===== config.mk =====
export PLATFORM = sky130hd
export DESIGN_NAME = parity_frame_ctrl
export DESIGN_NICKNAME = d
export VERILOG_FILES = /design/src/rtl/parity_frame_pkg.sv /design/src/rtl/parity_bit_engine.sv /design/src/rtl/parity_frame_ctrl.sv
export SDC_FILE = /design/constraint.sdc
export NUM_CORES = 1
export LEC_CHECK = 0
export CAP_MARGIN = 20
export CORE_MARGIN = 3
export CORE_UTILIZATION = 55
export CTS_BUF_LIST = sky130_fd_sc_hd__clkbuf_8
export DETAILED_ROUTE_END_ITERATION = 16
export PLACE_DENSITY = 0.95
export SLEW_MARGIN = 15
export SYNTH_ARGS = -nofsm -noshare
export SYNTH_HDL_FRONTEND = slang
export SYNTH_SLANG_ARGS = --single-unit

===== constraint.sdc =====
create_clock -name clk -period 2.55 [get_ports clk]
set_clock_uncertainty 0.15 [all_clocks]
set_input_delay 0.3825 -clock clk [delete_from_list [all_inputs] [get_ports clk]]
set_output_delay 0.3825 -clock clk [all_outputs]
set_load 0.005 [all_outputs]

===== src/rtl/parity_frame_pkg.sv =====
// Shared definitions for the parity frame controller: FSM states, default
// word width and the bit-counter width helper.
package parity_frame_pkg;

  typedef enum logic [1:0] {
    ST_IDLE  = 2'd0,
    ST_LOAD  = 2'd1,
    ST_SHIFT = 2'd2,
    ST_DONE  = 2'd3
  } state_t;

  localparam int DEFAULT_DATA_W = 8;

  // Counter must reach DATA_W-1; one spare bit keeps the compare unambiguous.
  function automatic int cnt_width(input int data_w);
    return $clog2(data_w) + 1;
  endfunction

endpackage


===== src/rtl/parity_bit_engine.sv =====
// Bit-serial odd-parity accumulator: starts at 1 on load and toggles on every
// valid one bit, so {word, parity} always carries an odd number of ones.
module parity_bit_engine (
  input  logic clk,
  input  logic rst,
  input  logic load,
  input  logic valid,
  input  logic din,
  output logic parity
);

  // Parity accumulator; load outranks valid.
  always_ff @(posedge clk) begin
    if (rst) begin
      parity <= 1'b1;
    end else if (load) begin
      parity <= 1'b1;
    end else if (valid && din) begin
      parity <= ~parity;
    end else begin
      parity <= parity;
    end
  end

endmodule


===== src/rtl/parity_frame_ctrl.sv =====
// Sequencer that captures a word, shifts it LSB-first through the parity engine
// and offers {word, odd parity} downstream. Optional abort input: PARITY_FRAME_ABORT_EN.
module parity_frame_ctrl
  import parity_frame_pkg::*;
#(
  parameter int DATA_W = DEFAULT_DATA_W
) (
  input  logic              clk,
  input  logic              rst,
`ifdef PARITY_FRAME_ABORT_EN
  input  logic              abort,
`endif
  input  logic [DATA_W-1:0] in_data,
  input  logic              in_valid,
  output logic              in_ready,
  output logic [DATA_W-1:0] out_data,
  output logic              out_parity,
  output logic              out_valid,
  input  logic              out_ready,
  output logic              busy
);

  localparam int CNT_W = cnt_width(DATA_W);
  localparam logic [CNT_W-1:0] LAST_BIT = CNT_W'(DATA_W - 1);

  state_t              state_r;
  state_t              state_next_s;
  logic [CNT_W-1:0]    cnt_r;
  logic [DATA_W-1:0]   data_r;
  logic [DATA_W-1:0]   shift_r;
  logic                in_ready_r;
  logic                out_valid_r;
  logic                busy_r;
  logic                eng_load_s;
  logic                eng_valid_s;
  logic                eng_din_s;
  logic                eng_parity_s;
  logic                abort_s;

`ifdef PARITY_FRAME_ABORT_EN
  assign abort_s = abort;
`else
  assign abort_s = 1'b0;
`endif

  // Next-state and engine drive decode.
  always_comb begin
    state_next_s = state_r;
    eng_load_s   = 1'b0;
    eng_valid_s  = 1'b0;
    eng_din_s    = 1'b0;
    case (state_r)
      ST_IDLE: begin
        if (in_valid) begin
          state_next_s = ST_LOAD;
        end else begin
          state_next_s = ST_IDLE;
        end
      end
      ST_LOAD: begin
        eng_load_s = 1'b1;
        if (abort_s) begin
          state_next_s = ST_IDLE;
        end else begin
          state_next_s = ST_SHIFT;
        end
      end
      ST_SHIFT: begin
        eng_valid_s = 1'b1;
        eng_din_s   = shift_r[0];
        if (abort_s) begin
          state_next_s = ST_IDLE;
        end else if (cnt_r == LAST_BIT) begin
          state_next_s = ST_DONE;
        end else begin
          state_next_s = ST_SHIFT;
        end
      end
      ST_DONE: begin
        if (abort_s || out_ready) begin
          state_next_s = ST_IDLE;
        end else begin
          state_next_s = ST_DONE;
        end
      end
      default: begin
        state_next_s = ST_IDLE;
      end
    endcase
  end

  // State register with handshake flags registered from the next state.
  always_ff @(posedge clk) begin
    if (rst) begin
      state_r     <= ST_IDLE;
      in_ready_r  <= 1'b1;
      out_valid_r <= 1'b0;
      busy_r      <= 1'b0;
    end else begin
      state_r     <= state_next_s;
      in_ready_r  <= (state_next_s == ST_IDLE);
      out_valid_r <= (state_next_s == ST_DONE);
      busy_r      <= (state_next_s != ST_IDLE);
    end
  end

  // Bit counter: cleared in LOAD, advanced once per SHIFT cycle.
  always_ff @(posedge clk) begin
    if (rst) begin
      cnt_r <= {CNT_W{1'b0}};
    end else begin
      case (state_r)
        ST_LOAD:  cnt_r <= {CNT_W{1'b0}};
        ST_SHIFT: cnt_r <= cnt_r + CNT_W'(1);
        default:  cnt_r <= cnt_r;
      endcase
    end
  end

  // Word capture plus a working copy that shifts right to expose bits LSB-first.
  always_ff @(posedge clk) begin
    if (rst) begin
      data_r  <= {DATA_W{1'b0}};
      shift_r <= {DATA_W{1'b0}};
    end else if ((state_r == ST_IDLE) && in_valid) begin
      data_r  <= in_data;
      shift_r <= in_data;
    end else if (state_r == ST_SHIFT) begin
      data_r  <= data_r;
      shift_r <= shift_r >> 1;
    end else begin
      data_r  <= data_r;
      shift_r <= shift_r;
    end
  end

  parity_bit_engine u_engine (
    .clk    (clk),
    .rst    (rst),
    .load   (eng_load_s),
    .valid  (eng_valid_s),
    .din    (eng_din_s),
    .parity (eng_parity_s)
  );

  assign in_ready   = in_ready_r;
  assign out_valid  = out_valid_r;
  assign busy       = busy_r;
  assign out_data   = data_r;
  assign out_parity = eng_parity_s;

endmodule


==> metrics.txt, run 1 <==
Ant. Diodes=0; initial antenna violation count=0; Worst-path clk slew=0.09 ns; post-synthesis sequential area ratio=0.483; Pwr Total=0.00104 W; largest net degree at the start of global routing=17; Max clock buf depth=2; # rows=15; critical path fanouts, max=15; CTS tree=done; CTS sink count=26; DP Wirelength=1570 um; commonest non-fill, non-tap cell in the layout=nand2_1; placed instance area=1320 um2; flops & latches, synth=26; worst path required time=2.60 ns; post-route ant nets=0; Peak Freq=0.521 GHz; Overflow after GRT=0; Slew headroom=0.612; Startpoint Class=flip-flop; CP Data Arrival Time=1.97 ns; count of cell types in the netlist=20; RSZ-0062 raised after global routing=no; highest-count cells in the layout ignoring fill and taps=28 x nand2_1, 26 x dfxtp_1, 23 x clkdlybuf4s50_1; Die W=50.3 um; max-cap viol count=0; fin nets=161; PD cells=743 nW/um2; drt pass-1 iters=6; Fin Setup TNS=0 ns; initial core utilization=0.604; Residual DRC=0; final WL=2350 um; Worst Max-Slew Pin Slew=0.582 ns; Total GRT Usage=0.200; Slew Viols, Final=0; Post-Syn Instances=119; synthesis-to-finish area growth=29.5%; Min Hold Slack=0.311 ns; Post-CTS Setup Repair Bufs=0; Synth Cell Area=1080 um2; layout cells sized above 1=0.106; vias in the first global route=924; I/O Buffers=23; wire length per cell=14.0 um; status=finished clean; first-pass GRT wire length=3840 um; CP Class=flip-flop to flip-flop; Iteration-0 DRC Markers=16; synth warn=0; type of element capturing the critical path=flip-flop; worst vdd ir=0.460 mV; core area=1780 um2; HP Class=flip-flop to flip-flop; Post-CTS Resized=0; Synth Area per Inst=9.05 um2; Final min period=1.92 ns; die area=2530 um2; worst skew pair latency=0.28 ns; Pleak=0.531 nW; vias=904; crit share post-route=0.753; vias per cell=5.41; Die H=50.3 um; CTS Root Cell=clkbuf_8; cts bufs inserted=3; Syn Nets=137; Final Hold Viols=0; boundary pin count=24; htree depth=1; CTS hold repair buffers=0; GP Congestion=0.741; Final setup viols=0; post-route cell area=1400 um2
==> layout make-up <==
class,count,area [um2]
Multi-Input combinational cell,83,515
Timing Repair Buffer,24,238
Fill cell,109,388
Tap cell,25,31.3
Clock inverter,1,30.0
Clock buffer,3,41.3
Sequential cell,26,520
Inverter,5,18.8
==> metal layers <==
layer	global-route usage	routed length (um)	up-vias
li1	-	-	443
met4	0.101	29	0
met2	0.374	1240	38
met5	0	0	-
met3	0.0415	140	4
met1	0.207	937	419
==> through the flow <==
stage / std cells / utilization / worst slack, ns
after floorplan: 119 / - / 0.983
after global placement: 163 / 0.742 / 0.729
after detailed placement: 163 / 0.742 / 0.698
after CTS: 167 / 0.782 / 0.644
after global routing: 167 / 0.782 / 0.498
final: 167 / 0.782 / 0.630
==> power by group <==
group	switching [W]	leakage, nW	internal, W
Sequential	0.0000239	0.213	0.000448
Combinational	0.000110	0.282	0.000112
Clock	0.000132	0.0357	0.000210
Total	0.000266	0.531	0.000771
==> sequential cells by signal (all words and copies together) (netlist names) <==
register         count
shift_r              8
out_valid            1
busy                 1
cnt_r                4
u_engine.parity      1
state_r              2
out_data             8
in_ready             1
==> synthesized netlist by cell type, drive strengths merged <==
| cell | n | area [um2] |
|---|---|---|
| a21oi | 18 | 90.1 |
| a311oi | 2 | 30.0 |
| a31oi | 2 | 12.5 |
| and2 | 2 | 12.5 |
| buf | 1 | 7.51 |
| clkbuf | 4 | 15.0 |
| dfxtp | 26 | 521 |
| ha | 6 | 75.1 |
| inv | 5 | 18.8 |
| mux2 | 8 | 90.1 |
| nand2 | 28 | 105 |
| nand2b | 1 | 6.26 |
| nand3 | 4 | 20.0 |
| nand4b | 2 | 17.5 |
| nor2 | 3 | 11.3 |
| nor2b | 2 | 12.5 |
| o21ai | 1 | 5.00 |
| or2 | 1 | 6.26 |
| or3 | 2 | 12.5 |
| xnor2 | 1 | 8.76 |
==> logic make-up after synthesis <==
kind of cell / count (synthesis) / synth area share
xor+xnor: 1 / 0.00813
buf+inv: 10 / 0.0383
fa+ha+maj: 6 / 0.0697
simple gates: 45 / 0.189
compound gates: 23 / 0.128
flops: 26 / 0.483
mux: 8 / 0.0836
==> worst max-delay path, stage by stage, from the launching register on <==
cell	delay (ns)
dfxtp_1	0.35
inv_1	0.12
ha_1	0.54
nand2_1	0.16
or3_1	0.34
a31oi_1	0.17
==> worst paths after layout <==
path	startpoint	slack (ns)	to	cells past startpoint
min	out_data[7]	0.31	out_data[7]	2
min reg2reg	out_data[7]	0.31	out_data[7]	2
max	state_r[0]	0.63	cnt_r[3]	5
max reg2reg	state_r[0]	0.63	cnt_r[3]	5
(Power assumes the default switching activity.)
==> run 2, diff against run 1 <==
- CORE_UTILIZATION: 55 -> 46
- PLACE_DENSITY: 0.95 -> 0.88
- clock period: 2.55 -> 1.65 ns (I/O delays scaled with it)
==> metrics.txt, run 2 (same netlist as run 1, synthesis figures left out) <==
Min Hold Slack=0.315 ns (+0.00440 ns); CP Data Arrival Time=1.65 ns (-0.32 ns); vias per cell=5.16 (-4.7%); Iteration-0 DRC Markers=5 (-11); max-cap viol count=0 (unchanged); # rows=16 (+1); boundary pin count=24 (unchanged); clock share of power=0.320 (-0.010); critical path fanouts, max=5 (-10); final WL=2410 um (+2.7%); worst vdd ir=0.805 mV (+75%); Internal Power=0.00123 W (+60%); Residual DRC=0 (unchanged); initial antenna violation count=0 (unchanged); layout cells sized above 1=0.167 (+0.0610); htree depth=1 (unchanged); CP Class=flip-flop to flip-flop; critical path's slowest cell=a311oi_2; vias in the first global route=899 (-2.7%); synthesis-to-finish area growth=36.6%; crit-path cells=inv_1, ha_4, nand4b_1, a311oi_2, or2_1; worst path required time=1.72 ns (-0.88 ns); Die W=54.4 um (+8.2%); Slew Viols, Final=0 (unchanged); Peak Freq=0.635 GHz (+22%); HP Class=flip-flop to flip-flop; drt pass-1 iters=4 (-2); sequential share of power=0.439 (-0.017); Final setup viols=0 (unchanged); type of element capturing the critical path=flip-flop; commonest non-fill, non-tap cell in the layout=nand2_1; vias=913 (+1.0%); switching component of the power=0.000421 W (+59%); pre-CTS setup slack=0.0512 ns (-0.647 ns); PD cells=1120 nW/um2 (+51%); first-pass GRT wire length=3860 um (+0.73%); Post-CTS Setup Repair Bufs=0 (unchanged); Post-CTS Resized=0 (unchanged); Worst Max-Slew Pin Slew=0.312 ns (-0.270 ns); largest net degree at the start of global routing=16 (-1); I/O Buffers=23 (unchanged); Ant. Diodes=0 (unchanged); initial core utilization=0.517 (-0.0868); crit share post-route=0.954 (+0.201); DP Wirelength=1690 um (+7.6%); Die H=54.4 um (+8.2%); post-route cell area=1470 um2 (+5.5%); Max clock buf depth=2 (unchanged); worst skew pair latency=0.27 ns (about the same); cts bufs inserted=3 (unchanged); core area=2080 um2 (+17%); Pleak=0.572 nW (+7.8%); fin nets=169 (+5.0%); Overflow after GRT=0 (unchanged); CTS sink count=26 (unchanged); placed instance area=1390 um2 (+4.7%); part of the power in combinational logic=0.241 (+0.027); CTS hold repair buffers=0 (unchanged); wire length per cell=13.6 um (-3.1%); switching share of total power=0.255 (-0.00159); CTS Root Cell=clkbuf_8; Total GRT Usage=0.182 (-0.0178); highest-count cells in the layout ignoring fill and taps=28 x nand2_1, 25 x dfxtp_1, 23 x clkdlybuf4s50_1; Final Hold Viols=0 (unchanged); post-route ant nets=0 (unchanged); CTS tree=done; status=finished clean; Final min period=1.57 ns (-0.346 ns); GP Congestion=0.703 (-5.2%); die area=2960 um2 (+17%); post-route setup slack=0.0755 ns (-0.554 ns); Slew headroom=0.792 (+0.180); max incr delay on CP=0.37 ns (-0.17 ns); Startpoint Class=flip-flop; Worst-path clk slew=0.09 ns (about the same)
run 2: path summary, 6_finish.rpt:
check             cells past startpoint     endpoint  slack [ns]         from
setup reg to reg                      5         busy        0.08   state_r[0]
hold reg to reg                       2  out_data[4]        0.32  out_data[4]
setup / recovery                      5         busy        0.08   state_r[0]
hold / removal                        2  out_data[4]        0.32  out_data[4]
run 2: final cells by class:
cell class	instances	area, um2
sequential	26	522
clock inverter	1	30.0
clock buffer	3	41.3
inverter	5	18.8
timing repair buffer	32	298
tap	27	33.8
fill	174	611
multi-input combinational	83	528
run 2: metal layers:
layer	routed length (um)	vias to the layer above	GRT usage
li1	-	460	-
met1	1060	431	0.200
met2	1250	20	0.337
met3	88	2	0.0463
met4	8	0	0.0622
met5	0	-	0
run 2: power by group through the flow:
stage	sequential, W	clock, W	combinational, W
6_report	0.000725	0.000529	0.000399
3_5_place_dp	0.000737	0	0.000385
5_1_grt	0.000734	0.000562	0.000444
3_3_place_gp	0.000734	0	0.000371
4_1_cts	0.000724	0.000534	0.000392
2_1_floorplan	0.000739	0	0.000201
run 2: worst max-delay path: cells and delay by family, from the launching register on:
family / cells / cell delay [ns]
flops: 1 / 0.33
simple gates: 2 / 0.35
compound gates: 1 / 0.37
buf+inv: 1 / 0.14
fa+ha+maj: 1 / 0.19
run 2: per-stage QoR:
step	instances	total power, W	utilization	setup TNS, ns
2_1_floorplan	119	0.000940	-	0
3_3_place_gp	173	0.00110	0.666	0
3_5_place_dp	173	0.00112	0.666	0
4_1_cts	177	0.00165	0.700	0
5_1_grt	177	0.00174	0.707	-0.00449
6_report	177	0.00165	0.707	0
==> run 3, diff against run 2 <==
- CORE_ASPECT_RATIO: unset -> 1.25
==> metrics.txt, run 3 (same netlist as run 1, synthesis figures left out) <==
status=finished clean; Slew headroom=0.776 (-0.0162); wire length per cell=13.0 um (-4.3%); post-route ant nets=0 (unchanged); first-pass GRT wire length=4080 um (+5.7%); Worst-path clk slew=0.08 ns (about the same); Pwr Total=0.00149 W (-9.8%); die area=2960 um2 (+0.12%); worst path required time=1.70 ns (-0.02 ns); CTS sink count=26 (unchanged); fin nets=170 (+0.59%); Peak Freq=0.648 GHz (+2.1%); RSZ-0062 raised after global routing=no; drt pass-1 iters=4 (unchanged); Max clock buf depth=2 (unchanged); crit share post-route=0.935 (-0.0193); GP Congestion=0.738 (+5.0%); initial antenna violation count=0 (unchanged); vias in the first global route=970 (+7.9%); final WL=2340 um (-2.7%); Final setup viols=0 (unchanged); htree depth=1 (unchanged); Die H=60.1 um (+10%); initial core utilization=0.514 (-0.00309); Die W=49.3 um (-9.4%); max-cap viol count=0 (unchanged); core area=2090 um2 (+0.60%); CP Class=flip-flop to flip-flop; critical path fanouts, max=5 (unchanged); HP Class=flip-flop to flip-flop; commonest non-fill, non-tap cell in the layout=nand2_1; # rows=18 (+2); CTS tree=done; FILL cells=165 (-5.2%); CTS hold repair buffers=0 (unchanged); footprint of the multi-input gates=541 um2 (+2.4%); Startpoint Class=flip-flop; Final min period=1.54 ns (-0.0319 ns); synthesis-to-finish area growth=36.2%; vias=916 (+0.33%); layout cells sized above 1=0.180 (+0.0133); PD cells=1020 nW/um2 (-9.5%); vias per cell=5.09 (-1.3%); type of element capturing the critical path=flip-flop; cts bufs inserted=3 (unchanged); Final Hold Viols=0 (unchanged); boundary pin count=24 (unchanged); CTS Root Cell=clkbuf_8; Slew Viols, Final=0 (unchanged); Overflow after GRT=0 (unchanged); CP Data Arrival Time=1.59 ns (-0.06 ns); Iteration-0 DRC Markers=25 (+20); DP Wirelength=1780 um (+5.3%); Residual DRC=0 (unchanged); worst vdd ir=0.791 mV (-1.7%); Storage cell area=524 um2 (+0.48%); Min Hold Slack=0.306 ns (-0.00901 ns); worst skew pair latency=0.27 ns (about the same); highest-count cells in the layout ignoring fill and taps=28 x nand2_1, 25 x dfxtp_1, 23 x clkdlybuf4s50_1; I/O Buffers=23 (unchanged); Total GRT Usage=0.186 (+0.00321); Ant. Diodes=0 (unchanged); largest net degree at the start of global routing=17 (+1); Pleak=0.563 nW (-1.6%); Worst Max-Slew Pin Slew=0.335 ns (+0.0233 ns)
[run 3: cell count changes in the layout (fill, tap and decap cells not counted), sizes merged]
cell	before	now
bufinv	1	0
buf	9	10
[run 3: repair_timing]
item | 4_1_cts | 5_1_grt
cloned | 0 | 0
setup buffers | 0 | 0
resized for setup | 1 | 5
hold endpoints to repair | 0 | 0
setup endpoints to repair | 4 | 10
[run 3: layout make-up]
class                   count  share of cell area
multi-input cells          83               0.368
flip-flops and latches     26               0.357
repair buffers             33               0.208
clock buffers               3              0.0281
well taps                  30              0.0256
inverters                   5              0.0128
[run 3: final timing paths]
check	startpoint	end	slack (ns)	depth (start not counted)
setup / recovery	state_r[1]	cnt_r[3]	0.11	5
setup reg to reg	state_r[1]	cnt_r[3]	0.11	5
hold / removal	out_data[1]	out_data[1]	0.31	2
hold reg to reg	out_data[1]	out_data[1]	0.31	2
[run 3: where the power goes]
group          total [W]  switching, W  internal (W)
clock           0.000351      0.000188      0.000164
sequential      0.000728     0.0000345      0.000694
combinational   0.000412      0.000186      0.000225
total            0.00149      0.000409       0.00108
[run 3: per-stage QoR]
step | utilization | worst slack (ns) | cells | setup TNS [ns] | instance area [um2]
3_3_place_gp | 0.667 | 0.0546 | 177 | 0 | 1400
5_1_grt | 0.701 | 0.0232 | 180 | 0 | 1470
3_5_place_dp | 0.667 | -0.00312 | 177 | -0.00312 | 1400
4_1_cts | 0.688 | 0.00174 | 180 | 0 | 1440
6_report | 0.701 | 0.107 | 180 | 0 | 1470
2_1_floorplan | - | 0.0830 | 119 | 0 | 1080
[run 3: routing by layer]
layer	wire length [um]	GRT usage	share of wire
met1	944	0.178	0.40
met2	1230	0.347	0.53
met3	94	0.0474	0.040
met4	73	0.130	0.031
met5	0	0	0
[run 3: critical path, stage by stage (launching register included)]
cell and delay, ns:
dfxtp_4 0.39, inv_1 0.10, ha_4 0.28, nand2_1 0.05, or3_1 0.33, a31oi_1 0.17
